$ cat src/rtl/sprite_pkg.sv
// Shared types and constants for the sprite compositor: layer and fade
// encodings, the sprite palette and the title fade scaler.
package sprite_pkg;

    typedef enum logic [1:0] {BG, OBJ, TITLE} layer_t;
    typedef enum logic [1:0] {SHOW, FADE, HIDDEN} fade_t;

    localparam logic [23:0] BG_COLOR        = 24'h202020;
    localparam logic [3:0]  TRANSPARENT_IDX = 4'd0;

    localparam logic [23:0] PALETTE [16] = '{
        24'h000000, 24'h000080, 24'h008000, 24'h008080,
        24'h800000, 24'h800080, 24'h808000, 24'hC0C0C0,
        24'h808080, 24'h0000FF, 24'h00FF00, 24'h00FFFF,
        24'hFF0000, 24'hFF00FF, 24'hFFFF00, 24'hFFFFFF
    };

    // Level 15 multiplies by 16 and shifts back, so a fully shown title is unscaled.
    function automatic logic [7:0] scale_chan(input logic [7:0] c, input logic [3:0] level);
        logic [11:0] prod;
        prod = 12'(c) * (12'(level) + 12'd1);
        return prod[11:4];
    endfunction

endpackage

$ cat src/rtl/title_fader.sv
// Title fade controller: VS falling-edge detector plus SHOW/FADE/HIDDEN FSM
// that steps the title brightness down once per frame.
module title_fader
    import sprite_pkg::*;
(
    input  logic       Clk,
    input  logic       Reset,
    input  logic       VGA_VS,
    input  logic       Game_Start_On,
    output logic [3:0] level,
    output logic       hidden
);

    fade_t      state_q, state_d;
    logic [3:0] level_q, level_d;
    logic       vs_q;
    logic       gs_q;
    logic       frame_tick;
    logic       gs_fall;

    assign frame_tick = vs_q & ~VGA_VS;
    assign gs_fall    = gs_q & ~Game_Start_On;

    always_ff @(posedge Clk) begin
        if (Reset) begin
            state_q <= SHOW;
            level_q <= 4'd15;
            vs_q    <= 1'b1;
            gs_q    <= 1'b1;
        end else begin
            state_q <= state_d;
            level_q <= level_d;
            vs_q    <= VGA_VS;
            gs_q    <= Game_Start_On;
        end
    end

    always_comb begin
        state_d = state_q;
        level_d = level_q;
        case (state_q)
            SHOW: begin
                // A start edge wins over a coincident frame tick: fade begins at full level.
                level_d = 4'd15;
                if (gs_fall) state_d = FADE;
            end
            FADE: begin
                if (Game_Start_On) begin
                    state_d = SHOW;
                    level_d = 4'd15;
                end else if (frame_tick) begin
                    if (level_q == 4'd0) state_d = HIDDEN;
                    else                 level_d = level_q - 4'd1;
                end
            end
            HIDDEN: begin
                level_d = 4'd0;
                if (Game_Start_On) begin
                    state_d = SHOW;
                    level_d = 4'd15;
                end
            end
            default: begin
                state_d = SHOW;
                level_d = 4'd15;
            end
        endcase
    end

    assign level  = level_q;
    assign hidden = (state_q == HIDDEN);

endmodule

$ cat src/rtl/sprite_compositor.sv
// Three-stage sprite compositor: layer select and ROM fetch, alignment with
// the synchronous ROM, then palette lookup, title fade and blanking.
module sprite_compositor
    import sprite_pkg::*;
(
    input  logic        Clk,
    input  logic        Reset,
    input  logic        VGA_VS,
    input  logic        blank_n,
    input  logic        Game_Start_On,
    input  logic        title_is_obj,
    input  logic [17:0] title_addr,
    input  logic        obj_is_obj,
    input  logic [17:0] obj_addr,
    output logic [17:0] rom_addr,
    input  logic [3:0]  rom_data,
    output logic [7:0]  Red,
    output logic [7:0]  Green,
    output logic [7:0]  Blue
);

    logic [3:0]  fade_level;
    logic        fade_hidden;

    layer_t      layer_d, layer_s1_q, layer_s2_q;
    logic [17:0] rom_addr_d, rom_addr_q;
    logic        blank_s1_q, blank_s2_q;
    logic [3:0]  level_s1_q, level_s2_q;
    logic [23:0] rgb_d, rgb_q;
    logic [23:0] pal;

    title_fader u_fader (
        .Clk           (Clk),
        .Reset         (Reset),
        .VGA_VS        (VGA_VS),
        .Game_Start_On (Game_Start_On),
        .level         (fade_level),
        .hidden        (fade_hidden)
    );

    always_comb begin
        layer_d    = BG;
        rom_addr_d = 18'd0;
        if (title_is_obj && !fade_hidden) begin
            layer_d    = TITLE;
            rom_addr_d = title_addr;
        end else if (obj_is_obj) begin
            layer_d    = OBJ;
            rom_addr_d = obj_addr;
        end
    end

    // rom_data arrives alongside the stage-2 controls, so stage 3 consumes it directly.
    always_comb begin
        pal   = PALETTE[rom_data];
        rgb_d = BG_COLOR;
        if (!blank_s2_q) begin
            rgb_d = 24'h000000;
        end else if (layer_s2_q != BG && rom_data != TRANSPARENT_IDX) begin
            if (layer_s2_q == TITLE)
                rgb_d = {scale_chan(pal[23:16], level_s2_q),
                         scale_chan(pal[15:8],  level_s2_q),
                         scale_chan(pal[7:0],   level_s2_q)};
            else
                rgb_d = pal;
        end
    end

    always_ff @(posedge Clk) begin
        if (Reset) begin
            rom_addr_q <= 18'd0;
            layer_s1_q <= BG;
            blank_s1_q <= 1'b0;
            level_s1_q <= 4'd0;
            layer_s2_q <= BG;
            blank_s2_q <= 1'b0;
            level_s2_q <= 4'd0;
            rgb_q      <= 24'h000000;
        end else begin
            rom_addr_q <= rom_addr_d;
            layer_s1_q <= layer_d;
            blank_s1_q <= blank_n;
            level_s1_q <= fade_level;
            layer_s2_q <= layer_s1_q;
            blank_s2_q <= blank_s1_q;
            level_s2_q <= level_s1_q;
            rgb_q      <= rgb_d;
        end
    end

    assign rom_addr = rom_addr_q;
    assign Red      = rgb_q[23:16];
    assign Green    = rgb_q[15:8];
    assign Blue     = rgb_q[7:0];

endmodule
$ cat config.mk
export PLATFORM = sky130hd
export DESIGN_NAME = sprite_compositor
export DESIGN_NICKNAME = d
export VERILOG_FILES = /design/src/rtl/sprite_pkg.sv /design/src/rtl/title_fader.sv /design/src/rtl/sprite_compositor.sv
export SDC_FILE = /design/constraint.sdc
export NUM_CORES = 1
export LEC_CHECK = 0
export CORE_MARGIN = 2
export CORE_UTILIZATION = 50
export CTS_CLUSTER_DIAMETER = 30
export DETAILED_ROUTE_END_ITERATION = 8
export PLACE_DENSITY = 0.82
export SLEW_MARGIN = 10
export SYNTH_ARGS = -nofsm -noshare
export SYNTH_HDL_FRONTEND = slang
export SYNTH_HIERARCHICAL = 1
export SYNTH_SLANG_ARGS = --single-unit
$ cat constraint.sdc
create_clock -name Clk -period 4.7 [get_ports Clk]
set_input_delay 0.94 -clock Clk [delete_from_list [all_inputs] [get_ports Clk]]
set_output_delay 0.94 -clock Clk [all_outputs]
set_load 0.1 [all_outputs]
==> summary.md, run 1 <==
| Metric | Value |
|---|---|
| Status | `completed` |
| I/O Buffers | `88` |
| Overall Global Routing Usage | `between 20% and 30%` |
| MaxCap Viol Count | `0` |
| RSZ-0062 raised after global routing | `false` |
| H-Tree Depth | `3` |
| Chip Width | `105 µm` |
| Post-synth ARST share | `0%` |
| Final std cells w/o fill | `836` |
| Ratio of cells with drive above 1 in the final layout | `a little under an eighth` |
| Post-synth EDFFs | `0` |
| CTS tree | `done` |
| Post-Syn Instances | `577` |
| First-pass GRT wire length | `~21000 µm` |
| DIE AREA | `~11000 µm²` |
| Yosys reg bits | `between 60 and 70` |
| CP Capture Type | `flop` |
| Max Clk Rate | `approximately 230 MHz` |
| Fin. Hold Viols | `0` |
| DRC errors left | `0` |
| Post-synthesis sequential area ratio | `25.3%` |
| ANT nets after route | `0` |
| Final net count | `between 800 and 900` |
| Drt total wl | `12500 µm` |
| Power, Total | `roughly 0.0021 W` |
| Placed Area | `between 6000 and 7000 µm²` |
| R2R setup slack | `about 0.49 ns` |
| Normalized max-slew margin | `about a fifth` |
| Crit path required time | `4.95 ns` |
| Setup bufs post-CTS | `0` |
| Clock latency on the worst-skew pair | `between 0.3 and 0.4 ns` |
| Final HPWL from detailed placement | `a little under 10000 µm` |
| Final Skew | `between 0.009 and 0.01 ns` |
| Pwr/cell area | `318 nW/µm²` |
| Crit path launch type | `primary input` |
| TritonCTS Buffers | `9` |
| CTS sink count | `64` |
| Pin count of the biggest net entering global routing | `21` |
| Pins Over Slew Limit | `0` |
| Setup CP Type | `in2reg` |
| Final setup fails | `0` |
| CTS Buffer Depth | `2` |
| Core region area | `roughly 9800 µm²` |
| Max FO, Critical Path | `14` |
| Avg Cell Area, Syn | `approximately 9 µm²` |
| Post-route cell area | `about 6500 µm²` |
| WP buf/inv | `4` |
| Arrival @ worst endpoint | `between 4 and 5 ns` |
| Drt first pass iters | `5` |
| Worst Max-Slew Pin Slew | `around 1.2 ns` |
| RD Place Congestion | `around 0.89` |
| Most used DFF post-synth | `dfxtp_1` |
| Initial antenna violation count | `0` |
| Crit path largest cell delay | `about 0.6 ns` |
| Yosys cell types | `62` |
| Reg clk slew, reported paths | `0.08 ns` |
| Synthesized cell area | `~5000 µm²` |
| Root Driver | `clkbuf_8` |
| Overflow after GRT | `0` |
| Syn nets | `approximately 700` |
| P_leak | `3.07 nW` |
| Worst vdd ir | `between 0.2 and 0.25 mV` |
| Smallest hold slack | `0.437 ns` |
| Layout area overhead | `28.9%` |
| Worst path slowest cell | `clkdlybuf4s50_1` |
| Vias in the first global route | `4657` |
| Post-Place Cells | `just over 800` |
| Min cycle time layout | `about 4.4 ns` |
| Antenna diodes | `0` |
| Die height | `between 100 and 150 µm` |
| Delay-heaviest family, CP | `adder cells` |
| Yosys Warn Count | `6` |
| WL/cell | `about 15 µm` |
| Worst Hold Class | `reg2reg` |
| Vias | `around 4500` |
| Via/cell ratio | `approximately 5.4` |
| Initial Util | `51.6%` |
| Row count | `36` |
| Iteration-0 DRC Markers | `~260` |
| Cell breakdown of the critical path | `clkdlybuf4s50_1 -> buf_4 -> nand2_1 -> nor2_1 -> inv_1 -> fa_1 -> inv_1 -> fa_1 -> ha_1 -> nand4_1 -> o221a_2 -> o221ai_2 -> xnor2_1 -> a21oi_1 -> nor2_1` |
| Final Cycle Share | `94.4%` |
| I/O Pins | `89` |
-- cells in the mapped netlist (7+ instances only) --
| library cell | number | area share (%) |
|---|---|---|
| a22o_1 | 19 | 3.3 |
| o21ai_1 | 7 | 0.69 |
| fa_1 | 24 | 9.5 |
| a21o_1 | 14 | 2.1 |
| nand2_1 | 40 | 3.0 |
| nand2b_1 | 9 | 1.1 |
| dfxtp_1 | 64 | 25 |
| nor2b_1 | 25 | 3.1 |
| a21oi_1 | 32 | 3.2 |
| xor2_1 | 9 | 1.6 |
| nand3_1 | 7 | 0.69 |
| ha_1 | 63 | 16 |
| o21ai_0 | 14 | 1.4 |
| nor2_1 | 64 | 4.7 |
| inv_1 | 65 | 4.8 |
| xnor2_1 | 29 | 5.0 |
-- placed cells by master, fill, tap and decap left out, drive strengths merged, types with 25 or more instances in the layout --
cell type       n
nor2b          25
a21oi          34
nor2           64
buf            40
clkdlybuf4s50  88
xnor2          29
dfxtp          64
ha             63
nand2          41
inv            66
-- metal layers --
metal	GRT usage [%]	vias up	routed length [µm]
li1	-	2193	-
met3	6.55	33	1100
met5	0	-	0
met2	42.7	197	5920
met1	28.4	2115	5070
met4	7.62	0	376
-- area by class of cell --
cell class	instances	area (µm²)
Timing Repair Buffer	128	1180
Clock buffer	10	128
Sequential cell	64	1280
Multi-Input combinational cell	430	3440
Clock inverter	6	92.6
Tap cell	133	166
Inverter	65	244
Fill cell	818	3290
-- flip-flops by register name, summed over array words and instances (netlist names), 2 cells and up --
| signal | cells |
|---|---|
| rom_addr | 18 |
| level_s2_q | 4 |
| u_fader/level | 4 |
| layer_s2_q | 2 |
| layer_s1_q | 2 |
| rgb_q | 24 |
| u_fader/state_q | 2 |
| level_s1_q | 4 |
-- where the power goes --
part	switching, W	internal (W)
Sequential	0.0000331	0.000589
Combinational	0.000516	0.000394
Clock	0.000243	0.000302
Total	0.000792	0.00128
-- final timing paths --
| kind | start | to | depth (start not counted) |
|---|---|---|---|
| setup / recovery | rom_data[3] | rgb_q[14] | 15 |
| hold reg to reg | level_s1_q[3] | level_s2_q[3] | 1 |
| setup reg to reg | level_s2_q[0] | rgb_q[22] | 17 |
| hold / removal | level_s1_q[3] | level_s2_q[3] | 1 |
-- what timing repair did --
item,in CTS,in global routing
setup endpoints to repair,0,2
hold buffers,0,0
resized for setup,0,3
-- kinds of logic (layout without fill, tap and decap cells) --
logic type                 after synthesis  count (layout)  share of synthesized area [%]
AOI/OAI and AO/OA                      125             125                           17.9
DFF                                     64              64                           25.3
buffers and inverters                   83             209                           6.96
and+or+nand+nor                        177             177                           17.6
xor gates and xnor gates                38              38                           6.57
muxes                                    3               3                          0.593
adders and majority gates               87              87                           25.0
-- metrics by stage --
| stage | setup TNS (ns) | util (%) | worst slack (ns) |
|---|---|---|---|
| floorplan | 0 | - | 0.430 |
| global placement | 0 | 64.2 | 0.102 |
| detailed placement | -0.0197 | 64.2 | -0.0126 |
| CTS | 0 | 66.5 | 0.341 |
| global route | 0 | 66.5 | 0.0442 |
| finish | 0 | 66.5 | 0.265 |
No activity file was read; power rests on OpenSTA's default activity.
==> run 2: changes to the inputs <==
Settings changed: PLACE_DENSITY 0.82 to 0.76.
==> run 2 against run 1 <==
  * First-iteration DRC count fell by 26%
  * Sequential cell count did not move
  * Design area fell by 0.59%
  * Critical path type unchanged
  * Largest power group unchanged
==> summary.md, run 2 (synthesis gave the netlist of run 1 again) <==
| Metric | Value |
|---|---|
| Status | `completed` |
| RR Endpoint | `rgb_q[22]` |
| TritonCTS Buffers | `9` |
| Initial antenna violation count | `0` |
| Hold Path Sink | `level_s2_q[3]` |
| Max FO, Critical Path | `14` |
| Crit path launch type | `primary input` |
| GR met1 Demand/Resource | `26.8%` |
| Drt total wl | `around 12000 µm` |
| Layout area overhead | `28.2%` |
| CTS Buffer Depth | `2` |
| Antenna diodes | `0` |
| Post-Place Cells | `about 800` |
| Most frequent cells in the layout | `clkdlybuf4s50_1, inv_1, nor2_1, dfxtp_1, ha_1` |
| Cts hold-fix bufs | `0` |
| Pins Over Slew Limit | `0` |
| Ratio of cells with drive above 1 in the final layout | `between 10% and 20%` |
| Worst Min Path Start | `level_s1_q[3]` |
| Min cycle time layout | `4.41 ns` |
| Row count | `36` |
| Post-route cell area | `approximately 6500 µm²` |
| GR Layer Usage met3 | `roughly 6.5%` |
| Met2 usage | `41.7%` |
| Worst Hold Class | `reg2reg` |
| DIE AREA | `~11000 µm²` |
| R2R setup slack | `0.54 ns` |
| Die height | `between 100 and 150 µm` |
| Fin. Hold Viols | `0` |
| WL/cell | `about 15 µm` |
| Most Crowded Layer GR | `met2` |
| Reg clk slew, reported paths | `0.08 ns` |
| Pwr/cell area | `316 nW/µm²` |
| Crit path required time | `4.98 ns` |
| Overflow after GRT | `0` |
| Core Util, Final | `66.1%` |
| Final std cells w/o fill | `between 800 and 900` |
| Final HPWL from detailed placement | `9570 µm` |
| MaxCap Viol Count | `0` |
| Chip Width | `105 µm` |
| CTS tree | `done` |
| Drt first pass iters | `5` |
| H-Tree Depth | `3` |
| Fillers | `roughly 840` |
| I/O Buffers | `88` |
| P_leak | `roughly 3 nW` |
| Max Clk Rate | `~230 MHz` |
| Pin count of the biggest net entering global routing | `21` |
| Most flop-heavy register | `rgb_q` |
| Iteration-0 DRC Markers | `about 190` |
| Core region area | `just under 10000 µm²` |
| First-pass GRT wire length | `between 20000 and 25000 µm` |
| Commonest non-fill, non-tap cell in the layout | `clkdlybuf4s50_1` |
| Placed Area | `6260 µm²` |
| DRC errors left | `0` |
| Root Driver | `clkbuf_8` |
| Final net count | `between 800 and 900` |
| Worst vdd ir | `between 0.2 and 0.25 mV` |
| Final setup fails | `0` |
| Worst r2r path cells | `17` |
| Largest register FFs | `24` |
| Delay-heaviest family, CP | `adder cells` |
| CP Capture Type | `flop` |
| Overall Global Routing Usage | `23.5%` |
| Launch point of the worst reg-to-reg path | `level_s2_q[0]` |
| WP buf/inv | `3` |
| Normalized max-slew margin | `22.2%` |
| Crit path largest cell delay | `roughly 0.6 ns` |
| Vias | `around 4400` |
| Worst path slowest cell | `clkdlybuf4s50_1` |
| Setup WS post-layout | `0.289 ns` |
| Vias in the first global route | `about 4500` |
| Arrival @ worst endpoint | `4.69 ns` |
| Initial Util | `about 52%` |
| CTS sink count | `64` |
| Hold depth | `1` |
| Final Skew | `between 0.01 and 0.015 ns` |
| Cell breakdown of the critical path | `clkdlybuf4s50_1 -> buf_4 -> and2_1 -> nand2_1 -> fa_1 -> fa_1 -> inv_1 -> ha_1 -> a21oi_1 -> o22ai_2 -> a41oi_1 -> xnor2_1 -> nand2_1 -> a31oi_1` |
| Setup TNS | `0 ns` |
| DP Worst Slack | `-0.0517 ns` |
| Clock latency on the worst-skew pair | `0.36 ns` |
| RSZ-0062 raised after global routing | `false` |
| Final Cycle Share | `93.9%` |
| I/O Pins | `~90` |
| Setup CP Type | `in2reg` |
| RD Place Congestion | `roughly 0.9` |
| ANT nets after route | `0` |
| Worst Max-Slew Pin Slew | `around 1.2 ns` |
| Via/cell ratio | `roughly 5.4` |
-- run 2: changes by cell type in the layout (fill, tap and decap cells not counted) --
cell	change
o21ai_1	-1
inv_6	+1
dfxtp_1	+1
buf_4	-6
clkbuf_1	-1
o21ai_0	+1
clkinvlp_4	-2
dfxtp_2	-1
clkinv_4	+2
-- run 2: worst reg2reg max path, cell delays in order, from the launching register on --
cell	delay, ns
dfxtp_1	0.33
ha_1	0.25
a21oi_1	0.12
o21ai_0	0.10
o21ai_1	0.18
xor2_1	0.40
nor2_1	0.14
inv_1	0.14
fa_1	0.42
fa_1	0.52
inv_1	0.04
ha_1	0.34
and4_4	0.22
a221oi_4	0.36
o221ai_2	0.15
xnor2_1	0.14
a21oi_1	0.14
nor2_1	0.06
-- run 2: final cells by class --
cell class                 instances  area [µm²]  share of cell area [%]
clock buffer                       9         124                    1.91
inverter                          65         244                    3.76
tap                              133         166                    2.56
timing repair buffer             122        1140                    17.5
multi-input combinational        430        3440                    52.9
sequential                        64        1280                    19.7
clock inverter                     7         104                    1.60
-- run 2: stage by stage --
step	hold slack, ns	power, W
3_3_place_gp	0.417	0.00147
4_1_cts	0.445	0.00207
5_1_grt	0.458	0.00219
2_1_floorplan	0.414	0.00126
6_report	0.440	0.00205
3_5_place_dp	0.423	0.00150
-- run 2: metal layers --
metal,vias to the layer above,routed length [µm]
met3,25,1030
met1,2069,4860
met4,0,310
met2,174,5850
met5,-,0
li1,2177,-
-- run 2: worst max path at each step --
| stage | start | end | slack [ns] | depth (start not counted) |
|---|---|---|---|---|
| floorplan | rom_data[3] | rgb_q[22] | 0.43 | 14 |
| global placement | rom_data[3] | rgb_q[13] | -0.01 | 15 |
| detailed placement | rom_data[3] | rgb_q[13] | -0.05 | 15 |
| CTS | rom_data[3] | rgb_q[13] | 0.31 | 15 |
| global route | rom_data[3] | rgb_q[13] | 0.03 | 15 |
| finish | rom_data[3] | rgb_q[13] | 0.29 | 14 |
-- run 2: timing repair --
action / 4_1_cts / 5_1_grt
gates resized for setup: 0 / 1
endpoints found under the setup margin: 0 / 1
setup buffers: 0 / 0
-- run 2: power breakdown --
| group | switching [W] | total (W) | internal (W) |
|---|---|---|---|
| combinational | 0.000508 | 0.000880 | 0.000372 |
| clock | 0.000248 | 0.000553 | 0.000305 |
| sequential | 0.0000302 | 0.000619 | 0.000588 |
| total | 0.000786 | 0.00205 | 0.00127 |
